`src/rtl/rom256_example.sv`:
```
// Fixed 256 x 8 lookup table (nibble-swapped address XOR A5) with a registered
// data output and a registered echo of the latched address on the bidir bus.
module rom256_example (
   input  logic       clk,
   input  logic       rst_n,
   input  logic       ena,
   input  logic [7:0] ui_in,
   output logic [7:0] uo_out,
   input  logic [7:0] uio_in,
   output logic [7:0] uio_out,
   output logic [7:0] uio_oe
);

   logic [7:0] rom_data;
   logic [7:0] data_d, data_q;
   logic [7:0] addr_d, addr_q;
   logic       unused_uio;

   // The bidir bus is a pure input-less echo port; uio_in is intentionally ignored.
   assign unused_uio = ^uio_in;

   always_comb begin
      rom_data = 8'h00;
      case (ui_in)
         8'h00: rom_data = 8'hA5;  8'h01: rom_data = 8'hB5;
         8'h02: rom_data = 8'h85;  8'h03: rom_data = 8'h95;
         8'h04: rom_data = 8'hE5;  8'h05: rom_data = 8'hF5;
         8'h06: rom_data = 8'hC5;  8'h07: rom_data = 8'hD5;
         8'h08: rom_data = 8'h25;  8'h09: rom_data = 8'h35;
         8'h0A: rom_data = 8'h05;  8'h0B: rom_data = 8'h15;
         8'h0C: rom_data = 8'h65;  8'h0D: rom_data = 8'h75;
         8'h0E: rom_data = 8'h45;  8'h0F: rom_data = 8'h55;
         8'h10: rom_data = 8'hA4;  8'h11: rom_data = 8'hB4;
         8'h12: rom_data = 8'h84;  8'h13: rom_data = 8'h94;
         8'h14: rom_data = 8'hE4;  8'h15: rom_data = 8'hF4;
         8'h16: rom_data = 8'hC4;  8'h17: rom_data = 8'hD4;
         8'h18: rom_data = 8'h24;  8'h19: rom_data = 8'h34;
         8'h1A: rom_data = 8'h04;  8'h1B: rom_data = 8'h14;
         8'h1C: rom_data = 8'h64;  8'h1D: rom_data = 8'h74;
         8'h1E: rom_data = 8'h44;  8'h1F: rom_data = 8'h54;
         8'h20: rom_data = 8'hA7;  8'h21: rom_data = 8'hB7;
         8'h22: rom_data = 8'h87;  8'h23: rom_data = 8'h97;
         8'h24: rom_data = 8'hE7;  8'h25: rom_data = 8'hF7;
         8'h26: rom_data = 8'hC7;  8'h27: rom_data = 8'hD7;
         8'h28: rom_data = 8'h27;  8'h29: rom_data = 8'h37;
         8'h2A: rom_data = 8'h07;  8'h2B: rom_data = 8'h17;
         8'h2C: rom_data = 8'h67;  8'h2D: rom_data = 8'h77;
         8'h2E: rom_data = 8'h47;  8'h2F: rom_data = 8'h57;
         8'h30: rom_data = 8'hA6;  8'h31: rom_data = 8'hB6;
         8'h32: rom_data = 8'h86;  8'h33: rom_data = 8'h96;
         8'h34: rom_data = 8'hE6;  8'h35: rom_data = 8'hF6;
         8'h36: rom_data = 8'hC6;  8'h37: rom_data = 8'hD6;
         8'h38: rom_data = 8'h26;  8'h39: rom_data = 8'h36;
         8'h3A: rom_data = 8'h06;  8'h3B: rom_data = 8'h16;
         8'h3C: rom_data = 8'h66;  8'h3D: rom_data = 8'h76;
         8'h3E: rom_data = 8'h46;  8'h3F: rom_data = 8'h56;
         8'h40: rom_data = 8'hA1;  8'h41: rom_data = 8'hB1;
         8'h42: rom_data = 8'h81;  8'h43: rom_data = 8'h91;
         8'h44: rom_data = 8'hE1;  8'h45: rom_data = 8'hF1;
         8'h46: rom_data = 8'hC1;  8'h47: rom_data = 8'hD1;
         8'h48: rom_data = 8'h21;  8'h49: rom_data = 8'h31;
         8'h4A: rom_data = 8'h01;  8'h4B: rom_data = 8'h11;
         8'h4C: rom_data = 8'h61;  8'h4D: rom_data = 8'h71;
         8'h4E: rom_data = 8'h41;  8'h4F: rom_data = 8'h51;
         8'h50: rom_data = 8'hA0;  8'h51: rom_data = 8'hB0;
         8'h52: rom_data = 8'h80;  8'h53: rom_data = 8'h90;
         8'h54: rom_data = 8'hE0;  8'h55: rom_data = 8'hF0;
         8'h56: rom_data = 8'hC0;  8'h57: rom_data = 8'hD0;
         8'h58: rom_data = 8'h20;  8'h59: rom_data = 8'h30;
         8'h5A: rom_data = 8'h00;  8'h5B: rom_data = 8'h10;
         8'h5C: rom_data = 8'h60;  8'h5D: rom_data = 8'h70;
         8'h5E: rom_data = 8'h40;  8'h5F: rom_data = 8'h50;
         8'h60: rom_data = 8'hA3;  8'h61: rom_data = 8'hB3;
         8'h62: rom_data = 8'h83;  8'h63: rom_data = 8'h93;
         8'h64: rom_data = 8'hE3;  8'h65: rom_data = 8'hF3;
         8'h66: rom_data = 8'hC3;  8'h67: rom_data = 8'hD3;
         8'h68: rom_data = 8'h23;  8'h69: rom_data = 8'h33;
         8'h6A: rom_data = 8'h03;  8'h6B: rom_data = 8'h13;
         8'h6C: rom_data = 8'h63;  8'h6D: rom_data = 8'h73;
         8'h6E: rom_data = 8'h43;  8'h6F: rom_data = 8'h53;
         8'h70: rom_data = 8'hA2;  8'h71: rom_data = 8'hB2;
         8'h72: rom_data = 8'h82;  8'h73: rom_data = 8'h92;
         8'h74: rom_data = 8'hE2;  8'h75: rom_data = 8'hF2;
         8'h76: rom_data = 8'hC2;  8'h77: rom_data = 8'hD2;
         8'h78: rom_data = 8'h22;  8'h79: rom_data = 8'h32;
         8'h7A: rom_data = 8'h02;  8'h7B: rom_data = 8'h12;
         8'h7C: rom_data = 8'h62;  8'h7D: rom_data = 8'h72;
         8'h7E: rom_data = 8'h42;  8'h7F: rom_data = 8'h52;
         8'h80: rom_data = 8'hAD;  8'h81: rom_data = 8'hBD;
         8'h82: rom_data = 8'h8D;  8'h83: rom_data = 8'h9D;
         8'h84: rom_data = 8'hED;  8'h85: rom_data = 8'hFD;
         8'h86: rom_data = 8'hCD;  8'h87: rom_data = 8'hDD;
         8'h88: rom_data = 8'h2D;  8'h89: rom_data = 8'h3D;
         8'h8A: rom_data = 8'h0D;  8'h8B: rom_data = 8'h1D;
         8'h8C: rom_data = 8'h6D;  8'h8D: rom_data = 8'h7D;
         8'h8E: rom_data = 8'h4D;  8'h8F: rom_data = 8'h5D;
         8'h90: rom_data = 8'hAC;  8'h91: rom_data = 8'hBC;
         8'h92: rom_data = 8'h8C;  8'h93: rom_data = 8'h9C;
         8'h94: rom_data = 8'hEC;  8'h95: rom_data = 8'hFC;
         8'h96: rom_data = 8'hCC;  8'h97: rom_data = 8'hDC;
         8'h98: rom_data = 8'h2C;  8'h99: rom_data = 8'h3C;
         8'h9A: rom_data = 8'h0C;  8'h9B: rom_data = 8'h1C;
         8'h9C: rom_data = 8'h6C;  8'h9D: rom_data = 8'h7C;
         8'h9E: rom_data = 8'h4C;  8'h9F: rom_data = 8'h5C;
         8'hA0: rom_data = 8'hAF;  8'hA1: rom_data = 8'hBF;
         8'hA2: rom_data = 8'h8F;  8'hA3: rom_data = 8'h9F;
         8'hA4: rom_data = 8'hEF;  8'hA5: rom_data = 8'hFF;
         8'hA6: rom_data = 8'hCF;  8'hA7: rom_data = 8'hDF;
         8'hA8: rom_data = 8'h2F;  8'hA9: rom_data = 8'h3F;
         8'hAA: rom_data = 8'h0F;  8'hAB: rom_data = 8'h1F;
         8'hAC: rom_data = 8'h6F;  8'hAD: rom_data = 8'h7F;
         8'hAE: rom_data = 8'h4F;  8'hAF: rom_data = 8'h5F;
         8'hB0: rom_data = 8'hAE;  8'hB1: rom_data = 8'hBE;
         8'hB2: rom_data = 8'h8E;  8'hB3: rom_data = 8'h9E;
         8'hB4: rom_data = 8'hEE;  8'hB5: rom_data = 8'hFE;
         8'hB6: rom_data = 8'hCE;  8'hB7: rom_data = 8'hDE;
         8'hB8: rom_data = 8'h2E;  8'hB9: rom_data = 8'h3E;
         8'hBA: rom_data = 8'h0E;  8'hBB: rom_data = 8'h1E;
         8'hBC: rom_data = 8'h6E;  8'hBD: rom_data = 8'h7E;
         8'hBE: rom_data = 8'h4E;  8'hBF: rom_data = 8'h5E;
         8'hC0: rom_data = 8'hA9;  8'hC1: rom_data = 8'hB9;
         8'hC2: rom_data = 8'h89;  8'hC3: rom_data = 8'h99;
         8'hC4: rom_data = 8'hE9;  8'hC5: rom_data = 8'hF9;
         8'hC6: rom_data = 8'hC9;  8'hC7: rom_data = 8'hD9;
         8'hC8: rom_data = 8'h29;  8'hC9: rom_data = 8'h39;
         8'hCA: rom_data = 8'h09;  8'hCB: rom_data = 8'h19;
         8'hCC: rom_data = 8'h69;  8'hCD: rom_data = 8'h79;
         8'hCE: rom_data = 8'h49;  8'hCF: rom_data = 8'h59;
         8'hD0: rom_data = 8'hA8;  8'hD1: rom_data = 8'hB8;
         8'hD2: rom_data = 8'h88;  8'hD3: rom_data = 8'h98;
         8'hD4: rom_data = 8'hE8;  8'hD5: rom_data = 8'hF8;
         8'hD6: rom_data = 8'hC8;  8'hD7: rom_data = 8'hD8;
         8'hD8: rom_data = 8'h28;  8'hD9: rom_data = 8'h38;
         8'hDA: rom_data = 8'h08;  8'hDB: rom_data = 8'h18;
         8'hDC: rom_data = 8'h68;  8'hDD: rom_data = 8'h78;
         8'hDE: rom_data = 8'h48;  8'hDF: rom_data = 8'h58;
         8'hE0: rom_data = 8'hAB;  8'hE1: rom_data = 8'hBB;
         8'hE2: rom_data = 8'h8B;  8'hE3: rom_data = 8'h9B;
         8'hE4: rom_data = 8'hEB;  8'hE5: rom_data = 8'hFB;
         8'hE6: rom_data = 8'hCB;  8'hE7: rom_data = 8'hDB;
         8'hE8: rom_data = 8'h2B;  8'hE9: rom_data = 8'h3B;
         8'hEA: rom_data = 8'h0B;  8'hEB: rom_data = 8'h1B;
         8'hEC: rom_data = 8'h6B;  8'hED: rom_data = 8'h7B;
         8'hEE: rom_data = 8'h4B;  8'hEF: rom_data = 8'h5B;
         8'hF0: rom_data = 8'hAA;  8'hF1: rom_data = 8'hBA;
         8'hF2: rom_data = 8'h8A;  8'hF3: rom_data = 8'h9A;
         8'hF4: rom_data = 8'hEA;  8'hF5: rom_data = 8'hFA;
         8'hF6: rom_data = 8'hCA;  8'hF7: rom_data = 8'hDA;
         8'hF8: rom_data = 8'h2A;  8'hF9: rom_data = 8'h3A;
         8'hFA: rom_data = 8'h0A;  8'hFB: rom_data = 8'h1A;
         8'hFC: rom_data = 8'h6A;  8'hFD: rom_data = 8'h7A;
         8'hFE: rom_data = 8'h4A;  8'hFF: rom_data = 8'h5A;
         default: rom_data = 8'h00;
      endcase
   end

   always_comb begin
      data_d = data_q;
      addr_d = addr_q;
      if (ena) begin
         data_d = rom_data;
         addr_d = ui_in;
      end
   end

   // The reset port keeps its harness name but is active-high and synchronous.
   always_ff @(posedge clk) begin
      if (rst_n) begin
         data_q <= 8'h00;
         addr_q <= 8'h00;
      end else begin
         data_q <= data_d;
         addr_q <= addr_d;
      end
   end

   assign uo_out  = data_q;
   assign uio_out = addr_q;
   assign uio_oe  = 8'hFF;

endmodule

```
`config.mk`:
```
export PLATFORM = sky130hd
export DESIGN_NAME = rom256_example
export DESIGN_NICKNAME = d
export VERILOG_FILES = /design/src/rtl/rom256_example.sv
export SDC_FILE = /design/constraint.sdc
export NUM_CORES = 1
export LEC_CHECK = 0
export CAP_MARGIN = 10
export CORE_ASPECT_RATIO = 0.8
export CORE_UTILIZATION = 31
export DETAILED_ROUTE_END_ITERATION = 8
export PLACE_DENSITY = 0.8
export SLEW_MARGIN = 15
export SYNTH_ARGS = -nofsm -noshare
export SYNTH_HDL_FRONTEND = slang
export SYNTH_SLANG_ARGS = --single-unit
```
`constraint.sdc`:
```
create_clock -name clk -period 1 [get_ports clk]
set_clock_uncertainty 0.15 [all_clocks]
set_input_delay 0.2 -clock clk [delete_from_list [all_inputs] [get_ports clk]]
set_output_delay 0.2 -clock clk [all_outputs]
set_load 0.005 [all_outputs]
```
After elaboration in Yosys (flattened, before gate mapping)
Memories as Yosys holds them, arrays and structs flattened. A register that Yosys moved wholly into a read port is not among the register bits.
Index checks and enable logic that the tools add are counted.

word-level totals
  register bits after elaboration = 8
  ROM bits = 2048
  bits of input ports = 19
  output and inout bits = 24
  logic and storage cells = 2
  memories = 1

memory list
  memory            depth  width  read ports  clocked after memory_dff  write ports  RTL line  text
  (name not given)  256    8      1           1                         0            24        case (ui_in)

Depth between registers and ports, before layout
Gate-level depths: netlist (run 1).

  depth in word-level cells = 0
  depth in mapped cells = 4
  mapped depth without buffers = 2

Worst setup path before layout (run 1)
Ideal clock, no wire load.

  kind = input port to flip-flop
  start = input ena
  end = register addr_q[1], in the netlist uio_out[1]
  setup time = 0.117 ns
  arrival time = 0.637 ns
  data required time = 0.733 ns
  path slack = 0.096 ns
  stages = 4
  buffers on the path = 2
  cell sequence = buf_6 buf_12 mux2i_1 nor2_1

RTL lines
  item                    RTL line  text
  start: declaration      6         input logic ena,
  end signal: assignment  173       addr_q <= addr_d;
  end: declaration        16        logic [7:0] addr_d, addr_q;

==> results of run 1 <==
## cells in the final DEF (no fill, tap or decap), drive strengths merged
cell,Yosys,final
buf,15,22
dfxtp,12,12
nor2,10,10
clkdlybuf4s50,0,9
mux2i,8,8
conb,1,8
nand2b,4,4
clkbuf,0,3
a211oi,2,2
a21oi,2,2
bufbuf,0,1
clkdlybuf4s15,0,1
## sequential cells by signal, summed over array words and instances (netlist names)
| signal | cells |
|---|---|
| uio_out | 4 |
| uo_out | 8 |
## worst max-delay path, cell delays in order, from the launching register on
cell     delay [ns]
dfxtp_2        0.33
buf_6          0.11
buf_6          0.10
## routing by layer
metal / global-route usage / share of wire
met2: 0.1979 / 0.47
met5: 0 / 0
met4: 0.06618 / 0
met3: 0.03876 / 0.071
met1: 0.1287 / 0.46
## worst max-delay path by stage
stage,start,endpoint,cells after the start
2_1_floorplan,ena,uio_out[1]$_SDFFE_PP0P_,4
3_3_place_gp,ena,uio_out[6]$_SDFFE_PP0P_,4
3_5_place_dp,ena,uio_out[1]$_SDFFE_PP0P_,4
4_1_cts,uo_out[1]$_SDFFE_PP0P_,uio_out[5],2
5_1_grt,uo_out[1]$_SDFFE_PP0P_,uio_out[5],2
6_report,uo_out[1]$_SDFFE_PP0P_,uio_out[5],2
## metrics by stage
stage	setup WS [ns]	util	hold WS [ns]
floorplan	0.09631	-	0.1230
global placement	-0.3645	0.4737	0.3096
finish	-0.1615	0.5042	0.3233
detailed placement	-0.3982	0.4737	0.3190
CTS	-0.1768	0.4821	0.3238
global route	-0.1886	0.5042	0.3492
## power by group
group	internal (mW)	switching, mW
sequential	0.513	0.0178
clock	0.139	0.144
combinational	0.139	0.0746
## cell families (layout without fill, tap and decap cells)
family | Yosys count | count (layout) | share of synthesized area
compound gates | 4 | 4 | 0.06392
buf+inv | 15 | 36 | 0.2306
flops | 12 | 12 | 0.4384
mux | 8 | 8 | 0.1461
other cells | 1 | 8 | 0.006843
simple gates | 14 | 14 | 0.1142
## layout make-up
type                    instances  area share
well taps                      22     0.03323
multi-input cells              34      0.2553
flip-flops and latches         12      0.3082
clock buffers                   3     0.02719
repair buffers                 33      0.3761
## repair_timing
| item | in CTS | in global routing |
|---|---|---|
| setup endpoints to repair | 28 | 18 |
| gates cloned | 1 | 0 |
| gates resized for setup | 77 | 7 |
| setup buffers | 2 | 0 |
==> run_results.csv, run 1 <==
group,metric,value,unit
route,wl_per_cell,9.606,um
run_status,outcome,"finished, violations left",
logic_synthesis,ys_async_sr_fraction,0,
setup_path,critPathKind,"register to output pin",
clocking,numCtsBuffers,3,
power,p_leak,0.4044,nW
clocking,clk_pin_slew_worst_paths,0.07,ns
setup_path,r2r_start,"uo_out[3]$_SDFFE_PP0P_",
grt,antenna_found_initial,0,
logic_synthesis,synth_cell_types,11,
final_layout,n_fill_cell,168,
logic_synthesis,yosys-top-cells-area,"dfxtp_1, buf_4, mux2i_1, nor2_1, a211oi_2",
floorplan,rows,13,
sta,fin_crit,1.162,ns
sta,max_freq,860.9,MHz
setup_path,r2r_end,"uo_out[3]$_SDFFE_PP0P_",
logic_synthesis,ys_warn_count,0,
hold_path,hold_class,"register to register",
route,drt_first_pass_iters,2,
hold_path,min_from,"uo_out[2]$_SDFFE_PP0P_",
route,vias,414,
floorplan,die_y,39.61,um
hold_path,min_path_cells,2,
final_layout,diodes,0,
route,routed_wirelength,999,um
power,ir_worst_vdd,0.5020,mV
final_layout,seqCellArea,255.2,um2
grt,grt_pass1_vias,368,
placed_design,dpl.hpwl,690.7,um
logic_synthesis,syn_area,548.0,um2
logic_synthesis,yosys_register_bits,12,
setup_path,start_kind,"register",
power,powerDensity,1241,nW/um2
route,final_antenna_net_count,0,
job,maxCapViolCount,0,
sta,hold_violations,0,
setup_path,r2r_slack,0.13,ns
floorplan,die_area,1941,um2
sta,tns,-0.9409,ns
floorplan,core,1643,um2
logic_synthesis,synth_area_per_cell,10.15,um2
clocking,insertion_delay,0.26,ns
floorplan,die_w,49.01,um
setup_path,reg2reg_depth,3,
clocking,cts_max_level,1,
grt,overflow,0,
clocking,cts_sinks,12,
clocking,cts_tree,"done",
hold_path,min_to,"uo_out[2]$_SDFFE_PP0P_",
power,power.total,1.028,mW
grt,grt_pass1_wl,1559,um
clocking,ctsHoldBuffers,0,
floorplan,pin_count,43,
final_layout,area_delta_synth_final,51.14,%
placed_design,portBuffers,26,
grt,track_usage,0.1151,
placed_design,dp.cells,98,
run_status,violations,"setup timing",
clocking,root_buffer,"clkbuf_4",
final_layout,fin_cells,104,
sta,setup_violations,16,
route,vias_per_cell,3.981,
sta,fin_crit_sh,1.162,
setup_path,cp.arrival,0.81,ns
placed_design,place_area,778.2,um2
logic_synthesis,synth_commonest_cells,"buf_4, dfxtp_1, nor2_1, mux2i_1, nand2b_1",
logic_synthesis,synth_top_area_frac,0.4384,
final_layout,nets,103,
final_layout,multi_input_area,211.5,um2
final_layout,design_area,828.3,um2
placed_design,place_congestion,0.5437,
sta,setup_slack,-0.1615,ns
sta,rsz0062_at_grt,"true",
final_layout,drive_above_1_share,0.5000,
logic_synthesis,yosysSeqAreaShare,0.4384,
logic_synthesis,synth_top_cell_by_area,"dfxtp_1",
route,drc,0,
logic_synthesis,syn_inst,54,
route,drtIter0Drc,3,
clocking,clock_path_buffers,2,
logic_synthesis,synth_edf_count,0,
setup_path,critPathMaxFanout,2,
setup_path,crit_path_end_kind,"output pin",
setup_path,required,0.65,ns
grt,grt_max_degree,9,
sta,final_max_slew_viol_count,0,
logic_synthesis,ys.flop_type,"dfxtp_1",
floorplan,initial_core_util,0.3336,
No activity file was read; power rests on OpenSTA's default activity.
==> run 2, diff against run 1 <==
Settings changed: CORE_MARGIN set to 4.
==> run_results.csv, run 2 (same netlist as run 1, synthesis figures left out) <==
group,metric,value,unit
floorplan,rows,13,
power,clkPwrFrac,0.337,
final_layout,fin_util,0.5164,
clocking,clk_pin_slew_worst_paths,0.08,ns
sta,setup_slack,-0.09056,ns
clocking,cts_max_level,1,
route,drc,0,
floorplan,die_y,45.61,um
power,sw_frac_of_total,0.2262,
grt,grt_max_degree,13,
setup_path,required,0.65,ns
floorplan,pin_count,43,
placed_design,dpl.hpwl,878.9,um
clocking,ctsHoldBuffers,0,
setup_path,cp_cell_sequence,"buf_6",
route,wl_met1,454,um
grt,grt_pass1_wl,1897,um
setup_path,crit_family,"flip-flops",
placed_design,portBuffers,26,
final_layout,drive_above_1_share,0.4940,
setup_path,slowest_stage,"dfxtp_4",
grt,grt_pass1_vias,416,
setup_path,cp_num_buf_inv,1,
route,top_layer,"met4",
grt,antenna_found_initial,0,
clocking,root_buffer,"clkbuf_4",
power,ir_worst_vdd,0.7414,mV
floorplan,die_w,55.01,um
floorplan,core,1643,um2
final_layout,largest_reg_flops,8,
final_layout,diodes,0,
job,maxCapViolCount,0,
final_layout,mostFrequentLayoutCell,"dfxtp_2",
clocking,clock_path_buffers,2,
sta,max_freq,917.0,MHz
setup_path,critPathMaxFanout,3,
run_status,violations,"setup timing",
route,wl_met3,94,um
setup_path,critPathKind,"register to output pin",
route,wl_met2,638,um
route,vias_per_cell,3.962,
sta,final_max_slew_viol_count,0,
floorplan,initial_core_util,0.3336,
setup_path,start_kind,"register",
power,power_frac_seq,0.469,
power,intPower,0.8753,mW
route,vias,416,
sta,rsz0062_at_grt,"true",
final_layout,n_fill_cell,161,
sta,hold_violations,0,
run_status,outcome,"finished, violations left",
placed_design,place_congestion,0.6086,
sta,tns,-1.005,ns
power,netSwitchingPower,0.2559,mW
power,powerDensity,1334,nW/um2
sta,setup_violations,16,
clocking,numCtsBuffers,3,
setup_path,max_stage_delay,0.36,ns
clocking,cts_sinks,12,
route,routed_wirelength,1199,um
setup_path,crit_path_end_kind,"output pin",
grt,track_usage,0.1102,
grt,overflow,0,
power,p_leak,0.4142,nW
setup_path,cp.arrival,0.74,ns
route,wl_per_cell,11.42,um
power,combPwrFrac,0.194,
route,drt_first_pass_iters,2,
clocking,insertion_delay,0.27,ns
route,final_antenna_net_count,0,
sta,fin_crit_sh,1.091,
final_layout,layout_common_cells,"dfxtp_2, nor2_1, clkdlybuf4s50_1",
sta,fin_crit,1.091,ns
clocking,cts_tree,"done",
floorplan,die_area,2509,um2
final_layout,nets,103,
final_layout,area_delta_synth_final,54.79,%
route,drtIter0Drc,1,
hold_path,hold_class,"register to register",
-- run 2: changes by cell type in the layout (fill, tap and decap cells not counted), sizes merged --
| cell | before | now |
|---|---|---|
| clkdlybuf4s15 | 1 | 0 |
| dlygate4sd2 | 0 | 1 |
| clkbuf | 3 | 4 |
-- run 2: final cells by class --
class / count / area, um2 / share of cell area
Clock buffer: 4 / 36.28 / 0.04277
Multi-Input combinational cell: 34 / 207.7 / 0.2448
Sequential cell: 12 / 257.7 / 0.3038
Tap cell: 22 / 27.53 / 0.03245
Timing Repair Buffer: 33 / 319.1 / 0.3761
-- run 2: worst paths after layout --
check	startpoint	endpoint	slack [ns]	depth (start not counted)
setup / recovery	uo_out[6]$_SDFFE_PP0P_	uo_out[6]	-0.09	1
hold / removal	uo_out[2]$_SDFFE_PP0P_	uo_out[2]$_SDFFE_PP0P_	0.33	2
setup reg to reg	uo_out[7]$_SDFFE_PP0P_	uo_out[7]$_SDFFE_PP0P_	0.03	4
hold reg to reg	uo_out[2]$_SDFFE_PP0P_	uo_out[2]$_SDFFE_PP0P_	0.33	2
-- run 2: per-layer routing --
metal / vias to the layer above / track usage
li1: 211 / -
met1: 189 / 0.1175
met2: 14 / 0.1863
met3: 2 / 0.05246
met4: 0 / 0.04369
met5: - / 0
-- run 2: power groups by stage --
stage	combinational, mW	clock [mW]	sequential [mW]
after global routing	0.239	0.415	0.536
after detailed placement	0.213	0	0.535
after CTS	0.202	0.390	0.529
final	0.220	0.381	0.530
after global placement	0.208	0	0.534
after floorplan	0.113	0	0.536
-- run 2: what timing repair did --
action                                  CTS  global route
endpoints found under the setup margin   28            17
cloned                                    1             0
setup buffers                             1             1
gates resized for setup                  79             7
pin swaps                                 0             1
-- run 2: through the flow --
stage / total power [mW] / hold slack [ns] / cell area, um2 / setup slack, ns / instances
after detailed placement: 0.7480 / 0.3087 / 778.2 / -0.4173 / 98
final: 1.131 / 0.3257 / 848.3 / -0.09056 / 105
after global routing: 1.190 / 0.3653 / 848.3 / -0.1246 / 105
after global placement: 0.7418 / 0.3105 / 778.2 / -0.3718 / 98
after floorplan: 0.6492 / 0.1230 / 574.3 / 0.09631 / 61
after CTS: 1.120 / 0.3265 / 800.8 / -0.08252 / 104
